## src/rtl/decode_branch_unit.sv

```systemverilog
// Decode-stage branch resolver: resolves bne/blt/j/jal/jr/bex in D, registers the
// PC redirect (doubling as squash), and stalls on load-use / multdiv operand hazards.
module decode_branch_unit #(
  parameter int CNT_W = 16
) (
  input  logic             clock,
  input  logic             reset,
  input  logic [31:0]      fd_ir,
  input  logic [31:0]      fd_pc,
  input  logic             fd_valid,
  input  logic [31:0]      opa,
  input  logic [31:0]      opb,
  input  logic [31:0]      op30,
  input  logic [31:0]      dx_ir,
  input  logic             md_busy,
  input  logic [4:0]       md_rd,
  output logic             stall,
  output logic             squash,
  output logic             redirect_valid,
  output logic [31:0]      redirect_pc,
  output logic [CNT_W-1:0] taken_count,
  output logic [CNT_W-1:0] stall_count
);

  localparam logic [4:0] OP_J   = 5'b00001;
  localparam logic [4:0] OP_BNE = 5'b00010;
  localparam logic [4:0] OP_JAL = 5'b00011;
  localparam logic [4:0] OP_JR  = 5'b00100;
  localparam logic [4:0] OP_BLT = 5'b00110;
  localparam logic [4:0] OP_BEX = 5'b10110;
  localparam logic [4:0] OP_LW  = 5'b01000;

  typedef enum logic [1:0] {RUN, LD_STALL, MD_WAIT} state_t;

  state_t           state_q, state_d;
  logic             redir_q, redir_d;
  logic [31:0]      rpc_q, rpc_d;
  logic [CNT_W-1:0] taken_q, taken_d;
  logic [CNT_W-1:0] stallc_q, stallc_d;

  logic [4:0]  op, rega, regb, dx_rd;
  logic        use_a, use_b, use_30;
  logic        ld_haz, md_haz, resolve, taken;
  logic [31:0] n_ext, t_ext, target;
  logic        unused_dx;

  assign op        = fd_ir[31:27];
  assign rega      = fd_ir[26:22];
  assign regb      = fd_ir[21:17];
  assign dx_rd     = dx_ir[26:22];
  assign unused_dx = ^dx_ir[21:0];
  assign n_ext     = {{15{fd_ir[16]}}, fd_ir[16:0]};
  assign t_ext     = {5'b0, fd_ir[26:0]};

  assign use_a  = (op == OP_BNE) || (op == OP_BLT) || (op == OP_JR);
  assign use_b  = (op == OP_BNE) || (op == OP_BLT);
  assign use_30 = (op == OP_BEX);

  // $0 is filtered by the nonzero-rd terms, so a hardwired-zero source never hazards
  assign ld_haz = (dx_ir[31:27] == OP_LW) && (dx_rd != 5'd0) &&
                  ((use_a && dx_rd == rega) || (use_b && dx_rd == regb) ||
                   (use_30 && dx_rd == 5'd30));
  assign md_haz = md_busy && (md_rd != 5'd0) &&
                  ((use_a && md_rd == rega) || (use_b && md_rd == regb) ||
                   (use_30 && md_rd == 5'd30));

  assign stall   = fd_valid && (ld_haz || md_haz);
  assign resolve = fd_valid && !stall && !redir_q;

  always_comb begin
    taken  = 1'b0;
    target = t_ext;
    unique case (op)
      OP_BNE: begin taken = (opa != opb);                   target = fd_pc + 32'd1 + n_ext; end
      OP_BLT: begin taken = ($signed(opa) < $signed(opb));  target = fd_pc + 32'd1 + n_ext; end
      OP_J, OP_JAL: taken = 1'b1;
      OP_JR:  begin taken = 1'b1;                           target = opa; end
      OP_BEX: taken = (op30 != 32'd0);
      default: taken = 1'b0;
    endcase
  end

  always_comb begin
    state_d  = state_q;
    redir_d  = resolve && taken;
    rpc_d    = (resolve && taken) ? target : rpc_q;
    taken_d  = (resolve && taken && !(&taken_q)) ? taken_q + 1'b1 : taken_q;
    stallc_d = (stall && !(&stallc_q)) ? stallc_q + 1'b1 : stallc_q;
    unique case (state_q)
      RUN: begin
        if (fd_valid && ld_haz)      state_d = LD_STALL;
        else if (fd_valid && md_haz) state_d = MD_WAIT;
      end
      LD_STALL: state_d = RUN;
      MD_WAIT:  if (!(fd_valid && md_haz)) state_d = RUN;
      default:  state_d = RUN;
    endcase
  end

  always_ff @(posedge clock or negedge reset) begin
    if (!reset) begin
      state_q  <= RUN;
      redir_q  <= 1'b0;
      rpc_q    <= '0;
      taken_q  <= '0;
      stallc_q <= '0;
    end else begin
      state_q  <= state_d;
      redir_q  <= redir_d;
      rpc_q    <= rpc_d;
      taken_q  <= taken_d;
      stallc_q <= stallc_d;
    end
  end

  assign redirect_valid = redir_q;
  assign squash         = redir_q;
  assign redirect_pc    = rpc_q;
  assign taken_count    = taken_q;
  assign stall_count    = stallc_q;

endmodule

```

## config.mk

```make
export PLATFORM = sky130hd
export DESIGN_NAME = decode_branch_unit
export DESIGN_NICKNAME = d
export VERILOG_FILES = /design/src/rtl/decode_branch_unit.sv
export SDC_FILE = /design/constraint.sdc
export NUM_CORES = 1
export LEC_CHECK = 0
export BUFFER_PORTS_ARGS = -buffer_cell sky130_fd_sc_hd__buf_4
export CAP_MARGIN = 40
export CORE_MARGIN = 4
export CORE_UTILIZATION = 35
export DETAILED_ROUTE_END_ITERATION = 10
export PLACE_DENSITY_LB_ADDON = 0.3
export SYNTH_ARGS = -nofsm -noshare
export SYNTH_HDL_FRONTEND = slang
export SYNTH_SLANG_ARGS = --single-unit
```

## constraint.sdc

```tcl
create_clock -name clock -period 3.5 [get_ports clock]
set_clock_uncertainty 0.05 [all_clocks]
set_input_delay 0.525 -clock clock [delete_from_list [all_inputs] [get_ports clock]]
set_output_delay 0.525 -clock clock [all_outputs]
set_load 0.01 [all_outputs]
```

==> summary.md, run 1 <==
| Metric | Value |
|---|---|
| Status | `completed` |
| Setup crit start | `opa[14]` |
| 1st-iter DRT viols | `413` |
| Critical Path Most Common Cell | `buf_4` |
| Hold Fails Final Rpt | `0` |
| RR Startpoint | `stall_count[2]` |
| Max Freq | `329 MHz` |
| Switch share | `33.9%` |
| Worst-path clk slew | `roughly 0.06 ns` |
| Setup repair after global routing missed its margin | `false` |
| Yosys reg bits | `65` |
| Reg2Reg Depth | `8` |
| EDFF count, synth | `0` |
| Chip width | `roughly 140 µm` |
| Fin Hold WS | `0.0634 ns` |
| Hpwl dp | `17900 µm` |
| Overflow after GRT | `0` |
| WP data required | `approximately 3.7 ns` |
| Bufs on Longest Clock Path | `2` |
| P_leak | `about 4.1 nW` |
| ANT nets after route | `0` |
| Antenna Cells | `0` |
| Syn Nets | `between 900 and 1000` |
| Synth-to-layout area growth | `40.0%` |
| Core Rows | `48` |
| Port Buffers | `around 250` |
| Setup_tns | `0 ns` |
| DRC Markers | `0` |
| Most common cell after layout, fill and taps aside | `buf_4` |
| WP depth | `12` |
| Core ar. | `0.0172 mm²` |
| Crit. End Element | `register` |
| Largest delay contributor family on the critical path | `simple AND/OR/NAND/NOR gates` |
| H-tree depth | `3` |
| Cell Area, Synth | `roughly 0.006 mm²` |
| Cells along the critical path | `buf_4 > ha_1 > nand4_1 > nor4_1 > buf_4 > a31oi_1 > or4_1 > o21a_2 > buf_12 > buf_4 > a41oi_1 > a31oi_1` |
| Vias in the first global route | `6473` |
| Worst-skew pair later-pin latency | `0.33 ns` |
| Post-CTS setup buffer count | `0` |
| Io pins | `268` |
| Final setup fails | `0` |
| Initial antenna violation count | `0` |
| Post-CTS resize count | `0` |
| Async S/R FF share, synth | `100%` |
| GRT Overall Usage | `21.6%` |
| Yosys warns | `0` |
| Max stage delay on crit path | `0.52 ns` |
| Total number of vias | `6694` |
| Die ar. | `approximately 0.020 mm²` |
| Slew Viols, Final | `0` |
| First-pass GRT wire length | `roughly 34000 µm` |
| WL/cell | `roughly 18 µm` |
| Root buf cell | `clkbuf_16` |
| Post-Syn Area per Cell | `roughly 8.4 µm²` |
| Yosys cell types | `70` |
| Clk network pwr share | `~30%` |
| Sequential area share after synthesis | `26.5%` |
| Maximum VDD drop | `239 µV` |
| Logic pwr share | `37.9%` |
| Crit path DAT | `3.20 ns` |
| Post-Syn Instances | `729` |
| Crit start category | `primary input` |
| Largest net degree at the start of global routing | `44` |
| TritonRoute pass-1 iters | `6` |
| R2r setup slk | `1.12 ns` |
| Ys flop type | `dfrtp_1` |
| Seq pwr share | `~32%` |
| CP bufs+invs | `4` |
| CTS Buf Count | `9` |
| Reg-to-reg endpoint | `stall_count[15]` |
| Routability cong. | `0.924` |
| Net switching power | `1.04 mW` |
| Via density | `approximately 5.5` |
| Chip Height | `141 µm` |
| Int Power | `2.03 mW` |
| Share of layout cells above drive strength 1 | `30.6%` |
| Layout net count | `1246` |
| Max Cap Violations | `0` |
| Hold Buf Count CTS | `0` |
| HP Class | `in2async` |
| Max FO, Critical Path | `16` |
| Setup Crit Path Kind | `in2reg` |
| Pwr dens | `between 300 and 400 mW/mm²` |
| Worst setup path endpoint | `taken_count[6]` |
| Slowest stage cell, crit path | `or4_1` |
| Worst Tran Pin Value | `0.750 ns` |
| Most frequent cells in the layout | `buf_4, ha_1, dfrtp_1` |
| Final period util | `86.9%` |
| Slew headroom | `around half` |
| # clock sinks | `65` |
| Post-route minimum period | `slightly above 3 ns` |
| CTS tree | `yes` |
| Post-Route WL | `21800 µm` |
| Initial core utilization | `35.7%` |
## cell families (layout without fill, tap and decap cells)
family	count (synthesis)	after routing	synth area share, %
AND/OR/NAND/NOR	246	246	20.7
AO/OA/AOI/OAI	209	209	23.9
buffers and inverters	74	328	5.23
adder cells (fa/ha/maj)	66	66	13.6
flip-flops	65	65	26.5
XOR/XNOR	63	63	8.97
multiplexers	6	6	1.16
## synth_stat cells, types with 4 or more instances
cell type | number | area share (%)
or4_1 | 7 | 0.85
nand2b_1 | 9 | 0.92
nand3_1 | 42 | 3.4
o21ai_0 | 26 | 2.1
a41oi_2 | 4 | 1.1
o21bai_1 | 5 | 0.61
a21oi_1 | 63 | 5.1
a222oi_1 | 17 | 2.8
nand2_1 | 47 | 2.9
a22oi_1 | 8 | 0.98
xor2_1 | 19 | 2.7
nand4_1 | 20 | 2.0
o211ai_1 | 10 | 1.2
dfrtp_1 | 65 | 26
xnor2_1 | 44 | 6.3
nor4_1 | 12 | 1.2
o21a_1 | 12 | 1.5
buf_6 | 5 | 0.92
nor3_1 | 17 | 1.4
a31oi_1 | 11 | 1.1
and2_1 | 5 | 0.51
a21o_1 | 13 | 1.6
and3_1 | 13 | 1.3
nor2_1 | 53 | 3.2
ha_1 | 65 | 13
clkbuf_1 | 17 | 1.0
mux2_1 | 4 | 0.73
inv_1 | 48 | 2.9
a221oi_1 | 6 | 0.85
## stage by stage
step	total power, mW	std cells	setup WS (ns)	util [%]	area [µm²]
4_1_cts	3.09	1208	0.477	49.9	8610
2_1_floorplan	1.56	729	0.634	-	6150
3_5_place_dp	2.16	1193	0.140	48.2	8310
5_1_grt	3.27	1208	0.273	49.9	8610
6_report	3.07	1208	0.460	49.9	8610
3_3_place_gp	2.14	1192	0.125	48.1	8280
## power by group through the flow
| stage | Clock (mW) | Sequential, mW | Combinational [mW] |
|---|---|---|---|
| finish | 0.921 | 0.988 | 1.16 |
| floorplan | 0 | 1.04 | 0.517 |
| detailed placement | 0 | 0.996 | 1.17 |
| global route | 0.976 | 1.00 | 1.29 |
| CTS | 0.937 | 0.987 | 1.17 |
| global placement | 0 | 0.997 | 1.14 |
## cell type report
| class | count | area (µm²) |
|---|---|---|
| timing repair buffer | 265 | 2020 |
| inverter | 48 | 180 |
| fill | 1708 | 8630 |
| sequential | 65 | 1630 |
| tap | 225 | 282 |
| clock buffer | 9 | 225 |
| clock inverter | 6 | 68.8 |
| multi-input combinational | 590 | 4200 |
## worst reg2reg max path, cell delays in order, from the launching register on
cell	delay (ns)
dfrtp_1	0.44
and4_1	0.26
and3_1	0.21
and3_1	0.23
nand4_1	0.24
o221ai_2	0.41
nor3_2	0.10
and3_1	0.20
xor2_1	0.13
## how the worst min path moves through the flow
stage                                from              end  slack (ns)  cells past startpoint
after floorplan                     reset   redirect_pc[0]        0.18                      0
after global placement    taken_count[10]  taken_count[10]        0.43                      1
after detailed placement            reset   redirect_pc[0]        0.42                      1
after CTS                           reset  redirect_pc[22]        0.06                      1
after global routing                reset  redirect_pc[22]        0.07                      1
final                               reset  redirect_pc[22]        0.06                      1
## flip-flops by register name (all words and copies together) (netlist names)
register and count:
redirect_pc 32, redirect_valid 1, stall_count 16, taken_count 16
## layer usage
metal | part of all wire, % | up-vias | GRT usage, %
met4 | 1.7 | 0 | 4.90
li1 | - | 3238 | -
met2 | 46 | 261 | 35.1
met5 | 0 | - | 0
met1 | 45 | 3173 | 29.2
met3 | 7.5 | 22 | 5.19
No activity file was read; power rests on OpenSTA's default activity.
==> run 2, diff against run 1 <==
--- a/config.mk
+++ b/config.mk
@@ -5,6 +5,7 @@
 export SDC_FILE = /design/constraint.sdc
 export NUM_CORES = 1
 export LEC_CHECK = 0
+export ABC_AREA = 1
 export BUFFER_PORTS_ARGS = -buffer_cell sky130_fd_sc_hd__buf_4
 export CAP_MARGIN = 40
 export CORE_MARGIN = 4
==> summary.md, run 2 <==
| Metric | Value |
|---|---|
| Status | `completed` |
| Synth area leader | `dfrtp_1` |
| TritonRoute pass-1 iters | `5 (-1)` |
| Max FO, Critical Path | `28 (+12)` |
| Most common cell after layout, fill and taps aside | `nand2_1` |
| WL/cell | `15.9 µm (-12%)` |
| First-pass GRT wire length | `40100 µm (+17%)` |
| Top-count cell post-synth | `nand2_1` |
| Async S/R FF share, synth | `100% (unchanged)` |
| WP data required | `2.92 ns (-0.74 ns)` |
| Setup_tns | `0 ns (unchanged)` |
| # clock sinks | `65 (unchanged)` |
| HP Class | `in2async` |
| Final period util | `81.1% (-5.7 points)` |
| Post-CTS resize count | `0 (unchanged)` |
| Post-Syn Area per Cell | `6.32 µm² (-25%)` |
| Fin Hold WS | `0.0407 ns (-0.0226 ns)` |
| Overflow after GRT | `0 (unchanged)` |
| Slew headroom | `49.2% (-0.77 points)` |
| Post-Syn Instances | `1134 (+56%)` |
| Worst-skew pair later-pin latency | `0.34 ns (about the same)` |
| Ranking of synthesized cells by area | `dfrtp_1, nand2_1, ha_1` |
| Synth-to-layout area growth | `34.2%` |
| Core ar. | `0.0202 mm² (+17%)` |
| Post-route minimum period | `2.84 ns (-0.201 ns)` |
| EDFF count, synth | `0 (unchanged)` |
| Crit start category | `primary input` |
| Initial antenna violation count | `1 (+1)` |
| Setup Crit Path Kind | `in2out` |
| Slew Viols, Final | `0 (unchanged)` |
| Post-Route WL | `26300 µm (+20%)` |
| Bufs on Longest Clock Path | `2 (unchanged)` |
| Hold Buf Count CTS | `0 (unchanged)` |
| R2r setup slk | `0.86 ns (-0.26 ns)` |
| Layout net count | `1644 (+32%)` |
| Max Cap Violations | `0 (unchanged)` |
| Fin worst setup slack | `0.660 ns (+0.201 ns)` |
| Routability cong. | `0.957 (+3.6%)` |
| Setup repair after global routing missed its margin | `false` |
| H-tree depth | `3 (unchanged)` |
| Hpwl dp | `22000 µm (+23%)` |
| Pwr dens | `329 mW/mm² (-7.8%)` |
| Worst-path clk slew | `0.06 ns (about the same)` |
| Sequential area share after synthesis | `22.7% (-3.8 points)` |
| Via density | `5.00 (-9.8%)` |
| DRC Markers | `0 (unchanged)` |
| Io pins | `268 (unchanged)` |
| Port Buffers | `245 (unchanged)` |
| Max reg flops | `32 (unchanged)` |
| Yosys cell types | `40 (-43%)` |
| Layout fillers | `2069 (+21%)` |
| Slowest stage cell, crit path | `nand2_4` |
| Core Rows | `52 (+8.3%)` |
| Pre-CTS setup slack | `0.449 ns (+0.308 ns)` |
| Cell Area, Synth | `0.00717 mm² (+17%)` |
| Yosys warns | `0 (unchanged)` |
| Commonest cells in the netlist | `nand2_1, inv_1, nor2_1, nand3_1` |
| P_leak | `5.24 nW (+27%)` |
| Chip Height | `151 µm (+7.5%)` |
| Die ar. | `0.0228 mm² (+16%)` |
| Syn Nets | `1401 (+41%)` |
| Overall Power | `3.17 mW (+3.2%)` |
| Top-area cell type share of the netlist area | `22.7% (-3.8 points)` |
| Hold Fails Final Rpt | `0 (unchanged)` |
| Cells along the critical path | `buf_4 > inv_1 > nand4_1 > nand2_4 > inv_6 > nand2_4 > nand2_2 > nand3_1 > nand2_2 > a21boi_0 > buf_4` |
| Yosys reg bits | `65 (unchanged)` |
| Initial core utilization | `35.6% (-0.11 points)` |
| Ys flop type | `dfrtp_1` |
| Vias in the first global route | `7845 (+21%)` |
| Post-CTS setup buffer count | `0 (unchanged)` |
| Share of layout cells above drive strength 1 | `21.8% (-8.8 points)` |
| Worst Tran Pin Value | `0.759 ns (+0.00950 ns)` |
| Final setup fails | `0 (unchanged)` |
| Max Freq | `352 MHz (+7.1%)` |
| Most frequent cells in the layout | `nand2_1, buf_4, inv_1` |
| Total number of vias | `8259 (+23%)` |
| Crit path DAT | `2.26 ns (-0.94 ns)` |
| CTS tree | `yes` |
| 1st-iter DRT viols | `516 (+25%)` |
| GRT Overall Usage | `22.6% (+0.97 points)` |
| CTS Buf Count | `9 (unchanged)` |
| Largest net degree at the start of global routing | `46 (+4.5%)` |
| Crit. End Element | `primary output` |
| ANT nets after route | `0 (unchanged)` |
| Maximum VDD drop | `213 µV (-11%)` |
| Root buf cell | `clkbuf_16` |
| Chip width | `151 µm (+7.5%)` |
| Max stage delay on crit path | `0.37 ns (-0.15 ns)` |
## run 2: cell types whose count changed in the layout (fill, tap and decap cells not counted), sizes merged, moves of 26 or more
cell,delta
nand2,+323
inv,+107
nand3,+40
nor2,+40
o21ai,+32
xnor2,-26
## run 2: path summary, 6_finish.rpt
check,start,endpoint,cells after the start
max,fd_ir[31],stall,11
min,reset,redirect_pc[1],1
max reg2reg,taken_count[0],taken_count[13],9
min reg2reg,redirect_pc[3],redirect_pc[3],2
max in group asynchronous,reset,redirect_pc[26],2
min in group clock,redirect_pc[3],redirect_pc[3],2
## run 2: critical path: cells and delay by family
kind | cells | cell delay [ns]
AOI/OAI and AO/OA | 1 | 0.27
buffers and inverters | 4 | 0.53
and+or+nand+nor | 6 | 0.94
## run 2: area by class of cell
cell class | instances | area, µm² | share of cell area (%)
multi-input cells | 893 | 4820 | 50.1
repair buffers | 254 | 1930 | 20.0
flip-flops and latches | 65 | 1630 | 16.9
inverters | 154 | 588 | 6.11
well taps | 270 | 338 | 3.51
clock buffers | 9 | 225 | 2.34
clock inverters | 7 | 100 | 1.04
diodes | 1 | 2.50 | 0.0260
## run 2: where the power goes
part / internal (mW) / switching (mW)
clock: 0.631 / 0.378
combinational: 0.538 / 0.655
sequential: 0.868 / 0.0998
total: 2.04 / 1.13
## run 2: layer usage
metal / vias up / wire (µm) / share of wire (%) / track usage [%]
li1: 4199 / - / - / -
met2: 274 / 12700 / 48 / 38.6
met5: - / 0 / 0 / 0
met4: 0 / 670 / 2.5 / 7.12
met3: 31 / 1860 / 7.1 / 2.96
met1: 3755 / 11100 / 42 / 29.6
## run 2: logic make-up after synthesis
group / synth area share [%]
AOI/OAI and AO/OA: 11.7
adders and majority gates: 11.6
DFF: 22.7
xor gates and xnor gates: 5.74
buffers and inverters: 10.1
and+or+nand+nor: 38.2
## run 2: stage by stage
| stage | instance area (µm²) | std cells | util, % |
|---|---|---|---|
| 2_1_floorplan | 7170 | 1134 | - |
| 3_3_place_gp | 9270 | 1635 | 46.0 |
| 3_5_place_dp | 9300 | 1636 | 46.1 |
| 4_1_cts | 9630 | 1652 | 47.7 |
| 5_1_grt | 9630 | 1653 | 47.7 |
| 6_report | 9630 | 1653 | 47.7 |
